--- config.mk ---
export PLATFORM = sky130hd
export DESIGN_NAME = mmio_timer_bank
export DESIGN_NICKNAME = d
export VERILOG_FILES = /design/src/rtl/mmio_timer_pkg.sv /design/src/rtl/timer_channel.sv /design/src/rtl/mmio_timer_bank.sv
export SDC_FILE = /design/constraint.sdc
export NUM_CORES = 1
export LEC_CHECK = 0
export CAP_MARGIN = 10
export CORE_MARGIN = 3
export CORE_UTILIZATION = 42
export CTS_BUF_LIST = sky130_fd_sc_hd__clkbuf_4 sky130_fd_sc_hd__clkbuf_8
export DETAILED_ROUTE_END_ITERATION = 10
export PLACE_DENSITY = 0.69
export REMOVE_ABC_BUFFERS = 1
export SYNTH_ARGS = -nofsm -noshare
export SYNTH_HDL_FRONTEND = slang
export SYNTH_SLANG_ARGS = --single-unit
--- constraint.sdc ---
create_clock -name sysclk -period 3 [get_ports sysclk]
set_clock_uncertainty 0.1 [all_clocks]
set_input_delay 0.3 -clock sysclk [delete_from_list [all_inputs] [get_ports sysclk]]
set_output_delay 0.3 -clock sysclk [all_outputs]
set_load 0.02 [all_outputs]
--- src/rtl/mmio_timer_pkg.sv ---
// Shared register map and TCON bit layout for the MMIO timer bank.
// Imported by the channel and the bus-facing top.
package mmio_timer_pkg;

    localparam logic [3:0] OFF_TH    = 4'h0;
    localparam logic [3:0] OFF_TL    = 4'h4;
    localparam logic [3:0] OFF_TCON  = 4'h8;
    localparam logic [3:0] OFF_PRESC = 4'hC;
    localparam int         CH_STRIDE = 16;

    localparam int TCON_EN = 0;
    localparam int TCON_IE = 1;
    localparam int TCON_ST = 2;
    localparam int TCON_OS = 3;

endpackage

--- src/rtl/timer_channel.sv ---
// One reload timer: TH/TL/TCON/PRESC registers plus prescaler.
// Overflow beats any same-cycle W1C clear so no event is lost.
module timer_channel
    import mmio_timer_pkg::*;
#(
    parameter int CNT_W   = 32,
    parameter int PRESC_W = 8
) (
    input  logic               sysclk,
    input  logic               reset,
    input  logic               i_we_th,
    input  logic               i_we_tl,
    input  logic               i_we_tcon,
    input  logic               i_we_presc,
    input  logic               i_clr_st,
    input  logic [31:0]        i_wdata,
    output logic [CNT_W-1:0]   o_th,
    output logic [CNT_W-1:0]   o_tl,
    output logic [3:0]         o_tcon,
    output logic [PRESC_W-1:0] o_presc,
    output logic               o_irq
);

    logic [CNT_W-1:0]   r_th;
    logic [CNT_W-1:0]   r_tl;
    logic [PRESC_W-1:0] r_presc;
    logic [PRESC_W-1:0] r_pc;
    logic               r_en;
    logic               r_ie;
    logic               r_st;
    logic               r_os;

    logic w_tick;
    logic w_ovf;
    logic w_clr;
    logic w_unused;

    assign w_tick   = r_en && (r_pc == r_presc);
    assign w_ovf    = w_tick && (r_tl == '1);
    assign w_clr    = i_clr_st || (i_we_tcon && i_wdata[TCON_ST]);
    assign w_unused = &{1'b0, i_wdata};

    always_ff @(posedge sysclk or negedge reset) begin
        if (!reset) begin
            r_th    <= '0;
            r_tl    <= '0;
            r_presc <= '0;
            r_pc    <= '0;
            r_en    <= 1'b0;
            r_ie    <= 1'b0;
            r_st    <= 1'b0;
            r_os    <= 1'b0;
        end else begin
            if (i_we_th)
                r_th <= i_wdata[CNT_W-1:0];

            // Reload uses the TH value held before any same-cycle write.
            if (i_we_tl)
                r_tl <= i_wdata[CNT_W-1:0];
            else if (w_tick)
                r_tl <= w_ovf ? r_th : r_tl + CNT_W'(1);

            if (i_we_tcon) begin
                r_en <= i_wdata[TCON_EN];
                r_ie <= i_wdata[TCON_IE];
                r_os <= i_wdata[TCON_OS];
            end else if (w_ovf && r_os) begin
                r_en <= 1'b0;
            end

            if (w_ovf)
                r_st <= 1'b1;
            else if (w_clr)
                r_st <= 1'b0;

            if (i_we_presc)
                r_presc <= i_wdata[PRESC_W-1:0];

            if (i_we_presc || !r_en || w_tick)
                r_pc <= '0;
            else
                r_pc <= r_pc + PRESC_W'(1);
        end
    end

    assign o_th    = r_th;
    assign o_tl    = r_tl;
    assign o_tcon  = {r_os, r_st, r_ie, r_en};
    assign o_presc = r_presc;
    assign o_irq   = r_st & r_ie;

endmodule

--- src/rtl/mmio_timer_bank.sv ---
// Bus-facing bank of N_CH reload timers: decode, read mux, GSTAT, irq.
// Reads are combinational and side-effect free.
module mmio_timer_bank
    import mmio_timer_pkg::*;
#(
    parameter int          N_CH      = 2,
    parameter logic [31:0] BASE_ADDR = 32'h40000100,
    parameter int          CNT_W     = 32,
    parameter int          PRESC_W   = 8
) (
    input  logic        sysclk,
    input  logic        reset,
    input  logic        rd,
    input  logic        wr,
    input  logic [31:0] addr,
    input  logic [31:0] wdata,
    output logic [31:0] rdata,
    output logic        irqout,
    input  logic        PC_31
);

    localparam logic [31:0] CH_SPAN = 32'(CH_STRIDE * N_CH);

    logic [31:0]      w_off;
    logic             w_ok;
    logic             w_hit_ch;
    logic             w_hit_gs;
    logic [2:0]       w_ch;
    logic             w_is_th;
    logic             w_is_tl;
    logic             w_is_tcon;
    logic             w_is_presc;
    logic [N_CH-1:0]  w_gclr;
    logic [N_CH-1:0]  w_st;
    logic [N_CH-1:0]  w_irq;

    logic [CNT_W-1:0]   w_th    [N_CH];
    logic [CNT_W-1:0]   w_tl    [N_CH];
    logic [3:0]         w_tcon  [N_CH];
    logic [PRESC_W-1:0] w_presc [N_CH];

    assign w_off      = addr - BASE_ADDR;
    assign w_ok       = (addr[1:0] == 2'b00) && (addr >= BASE_ADDR);
    assign w_hit_ch   = w_ok && (w_off < CH_SPAN);
    assign w_hit_gs   = w_ok && (w_off == CH_SPAN);
    assign w_ch       = w_off[6:4];
    assign w_is_th    = (w_off[3:0] == OFF_TH);
    assign w_is_tl    = (w_off[3:0] == OFF_TL);
    assign w_is_tcon  = (w_off[3:0] == OFF_TCON);
    assign w_is_presc = (w_off[3:0] == OFF_PRESC);
    assign w_gclr     = (wr && w_hit_gs) ? wdata[N_CH-1:0] : '0;

    for (genvar c = 0; c < N_CH; c++) begin : g_ch
        logic w_sel;
        assign w_sel = wr && w_hit_ch && (w_ch == 3'(c));

        timer_channel #(
            .CNT_W   (CNT_W),
            .PRESC_W (PRESC_W)
        ) u_ch (
            .sysclk     (sysclk),
            .reset      (reset),
            .i_we_th    (w_sel && w_is_th),
            .i_we_tl    (w_sel && w_is_tl),
            .i_we_tcon  (w_sel && w_is_tcon),
            .i_we_presc (w_sel && w_is_presc),
            .i_clr_st   (w_gclr[c]),
            .i_wdata    (wdata),
            .o_th       (w_th[c]),
            .o_tl       (w_tl[c]),
            .o_tcon     (w_tcon[c]),
            .o_presc    (w_presc[c]),
            .o_irq      (w_irq[c])
        );

        assign w_st[c] = w_tcon[c][TCON_ST];
    end

    always_comb begin
        rdata = '0;
        if (rd && w_hit_ch) begin
            for (int c = 0; c < N_CH; c++) begin
                if (w_ch == 3'(c)) begin
                    unique case (1'b1)
                        w_is_th:    rdata = 32'(w_th[c]);
                        w_is_tl:    rdata = 32'(w_tl[c]);
                        w_is_tcon:  rdata = 32'(w_tcon[c]);
                        w_is_presc: rdata = 32'(w_presc[c]);
                        default:    rdata = '0;
                    endcase
                end
            end
        end else if (rd && w_hit_gs) begin
            rdata = 32'(w_st);
        end
    end

    assign irqout = !PC_31 && (|w_irq);

endmodule
==> results of run 1 <==
## area by class of cell
cell class / count / area share (%)
multi-input cells: 837 / 46.1
flip-flops and latches: 168 / 32.7
inverters: 14 / 0.409
clock inverters: 14 / 1.44
clock buffers: 18 / 1.93
repair buffers: 196 / 14.4
well taps: 319 / 3.10
## flip-flops by register name, indices dropped and copies added, names as in the netlist
name and count:
g_ch.u_ch.o_th 64, g_ch.u_ch.o_tl 64, g_ch.u_ch.o_presc 16, g_ch.u_ch.r_pc 16
g_ch.u_ch.r_en 2, g_ch.u_ch.r_ie 2, g_ch.u_ch.r_os 2, g_ch.u_ch.r_st 2
## worst max-delay path, cell delays in order
cell and delay (ns):
clkdlybuf4s50_1 0.43, nor4_1 0.38, nand4_1 0.16, nor2_1 0.16, buf_4 0.13, nand3_1 0.19, a211oi_2 0.28, buf_4 0.15
clkdlybuf4s15_1 0.30
## synthesized netlist by cell type, drive strengths merged, types with 3 or more instances
cell type  number
o21a            3
ha              4
nand4b          4
a21o            9
mux2i          11
o211ai          7
o2bb2ai         4
buf            25
and4           11
o22ai           6
o31ai           4
a31o            4
nor3           34
a31oi          10
and3           28
nor4b           5
nor2           91
or2             3
and2            7
or4             6
nand3          56
nand2          70
xnor2          22
a221oi         29
mux4            8
a21oi          51
nand2b          3
a22oi          34
a211oi         44
mux2           96
dfrtp         168
clkbuf         51
o41ai           6
nand3b          3
o21ai          43
xor2           14
nor4           29
a2bb2oi         4
nand4          36
a41oi           4
inv            14
a2111oi         3
or3             9
## cell families after synthesis
| family | count (synthesis) | share of synthesized area (%) |
|---|---|---|
| AND/OR/NAND/NOR | 398 | 20.4 |
| AO/OA/AOI/OAI | 284 | 19.0 |
| flip-flops | 168 | 40.4 |
| multiplexers | 115 | 13.2 |
| buffers and inverters | 90 | 3.48 |
| XOR/XNOR | 36 | 3.03 |
| adder cells (fa/ha/maj) | 4 | 0.481 |
## routing by layer
metal,GRT usage [%],vias to the layer above,wire length [um]
met1,38.8,4997,15200
met5,0,-,0
met4,8.57,0,1130
li1,-,4518,-
met2,42.1,580,16100
met3,5.35,83,3360
## timing repair
| action | CTS | global route |
|---|---|---|
| hold endpoints to repair | 52 | 0 |
| setup buffers | 0 | 0 |
| hold buffers | 1 | 0 |
| gates resized for setup | 36 | 10 |
| setup endpoints to repair | 31 | 8 |
| gates cloned | 0 | 0 |
## worst paths after layout
path | depth (start not counted) | from | end
setup / recovery | 9 | addr[28] | rdata[29]
hold / removal | 2 | reset | g_ch[1].u_ch.o_th[26]$_DFFE_PN0P_
setup reg to reg | 8 | g_ch[0].u_ch.o_tl[7]$_DFFE_PN0P_ | g_ch[0].u_ch.o_tl[0]$_DFFE_PN0P_
hold reg to reg | 1 | g_ch[1].u_ch.o_th[30]$_DFFE_PN0P_ | g_ch[1].u_ch.o_th[30]$_DFFE_PN0P_
max in group asynchronous | 3 | reset | g_ch[1].u_ch.o_th[0]$_DFFE_PN0P_
min in group sysclk | 1 | g_ch[1].u_ch.o_th[30]$_DFFE_PN0P_ | g_ch[1].u_ch.o_th[30]$_DFFE_PN0P_
## report_power, final
| part | switching (W) | internal, W |
|---|---|---|
| clock | 0.000932 | 0.000865 |
| combinational | 0.000194 | 0.000145 |
| sequential | 0.000000266 | 0.00226 |
## per-stage QoR
stage	cell area, um2	utilization, %	setup TNS, ns
4_1_cts	12800	53.7	0
3_5_place_dp	12400	51.8	-5.31
3_3_place_gp	12400	51.8	-1.88
5_1_grt	12900	53.8	0
6_report	12900	53.8	0
2_1_floorplan	10100	-	-463.15
==> summary.txt, run 1 <==
Timing
  • Least-Margin Pin Slew: a little under 0.6 ns
  • Fin Hold WS: 0.256 ns
  • Fmax: between 0.3 and 0.4 GHz
  • Hold Vio Cnt, Final: 0
  • Fin crit share: roughly 96%
  • RSZ-0062 raised after global routing: no
  • # setup viols final: 0
  • Max_slew headroom: 60.5%
  • Final min period: 2.88 ns
  • Max-slew violation count: 0
  • Post-route setup slack: 0.121 ns

Clock tree
  • TritonCTS clock tree: done
  • Clock Path Buffers: 2
  • CTS Buf Count: 17
  • CTS sink cnt: 168
  • CTS root buffer: clkbuf_8
  • H-tree Lvls: 4
  • Clock latency on the worst-skew pair: 0.49 ns
  • CTS clk-pin slew, worst paths: roughly 0.090 ns

Yosys
  • Synthesized area per cell: 9.50 um2
  • Yosys warns: 0
  • Mapped cell area: 0.0104 mm2
  • Synth Instances: 1095
  • Seq/Total Area, Yosys: 40.4%
  • Synth cell types: 69
  • Synth area leader: dfrtp_1
  • Ranking of synthesized cells by area: dfrtp_1 40%, mux2_2 10%, nor2_1 3.2%
  • #FFs+latches synth: 168
  • Main synth FF type: dfrtp_1
  • Share of the synthesized area in the top cell type: roughly two fifths
  • EDFF count, synth: 0
  • Synth async-reset ratio: 100%

Placement
  • RePlAce Congestion: 0.982
  • Placement Setup Slack: -0.368 ns
  • DP HPWL: 26700 um
  • Port bufs: slightly above 100
  • Placed cells: about 1500

Die
  • Die height: 163 um
  • Core footprint: about 0.024 mm2
  • I/O pins: between 100 and 150
  • Starting Density: 43.5%
  • Die extent in x: 163 um
  • Die area: 0.0267 mm2
  • Rows: 56

Global routing
  • First-pass GRT wire length: 56500 um
  • Largest net degree at the start of global routing: between 60 and 70
  • Gr usage total: 27.3%
  • Vias in the first global route: 9637
  • Remaining Overflow, GRT: 0
  • Initial antenna violation count: 0

Worst setup path
  • Worst EP required: ~2.6 ns
  • Critical path arrival: 2.48 ns
  • Worst setup EP type: output pin
  • CP max FO: 2
  • CP Launch Type: input pin
  • Crit path kind: in -> out
  • Flop-to-flop setup slack: around 0.30 ns

Detailed routing
  • Vias per cell: 6.50
  • Post-Route WL: about 36000 um
  • First-pass DRT Iterations: 6
  • WL per Instance: between 20 and 25 um
  • Via count: between 10000 and 15000
  • ANT nets after route: 0
  • Initial DRC Count: 1245
  • DRC: 0

Power
  • P_leak: 5.42 nW
  • Peak supply drop: 287 uV
  • Tot Pwr: 0.00440 W
  • Pwr dens: approximately 340 mW/mm2

Min path
  • Hold WC Path Type: in -> async

Layout
  • Total Nets Final: ~1300
  • Most common cell after layout, fill and taps aside: dfrtp_1
  • P&R area growth vs syn: 23.6%
  • Area of the multi-input gates: between 0.005 and 0.006 mm2
  • Final std cells w/o fill: between 1500 and 2000
  • Fillers: roughly 2200
  • Most frequent cells in the layout: 168 x dfrtp_1, 94 x mux2_2, 89 x nor2_1, 82 x buf_4, 70 x nand2_1
  • ANT cells: 0
  • Fraction of layout cells with a size suffix above 1: 21.0%
  • Register area: 0.00420 mm2

Run
  • Max-cap violations: 0

Status
  • Outcome: finished, final reports clean
No activity file was read; power rests on OpenSTA's default activity.
==> run 2: changes to the inputs <==
- SLEW_MARGIN: not set -> 20
==> results of run 2 <==
The final DEF is identical to that of run 1; final timing and power are the same.
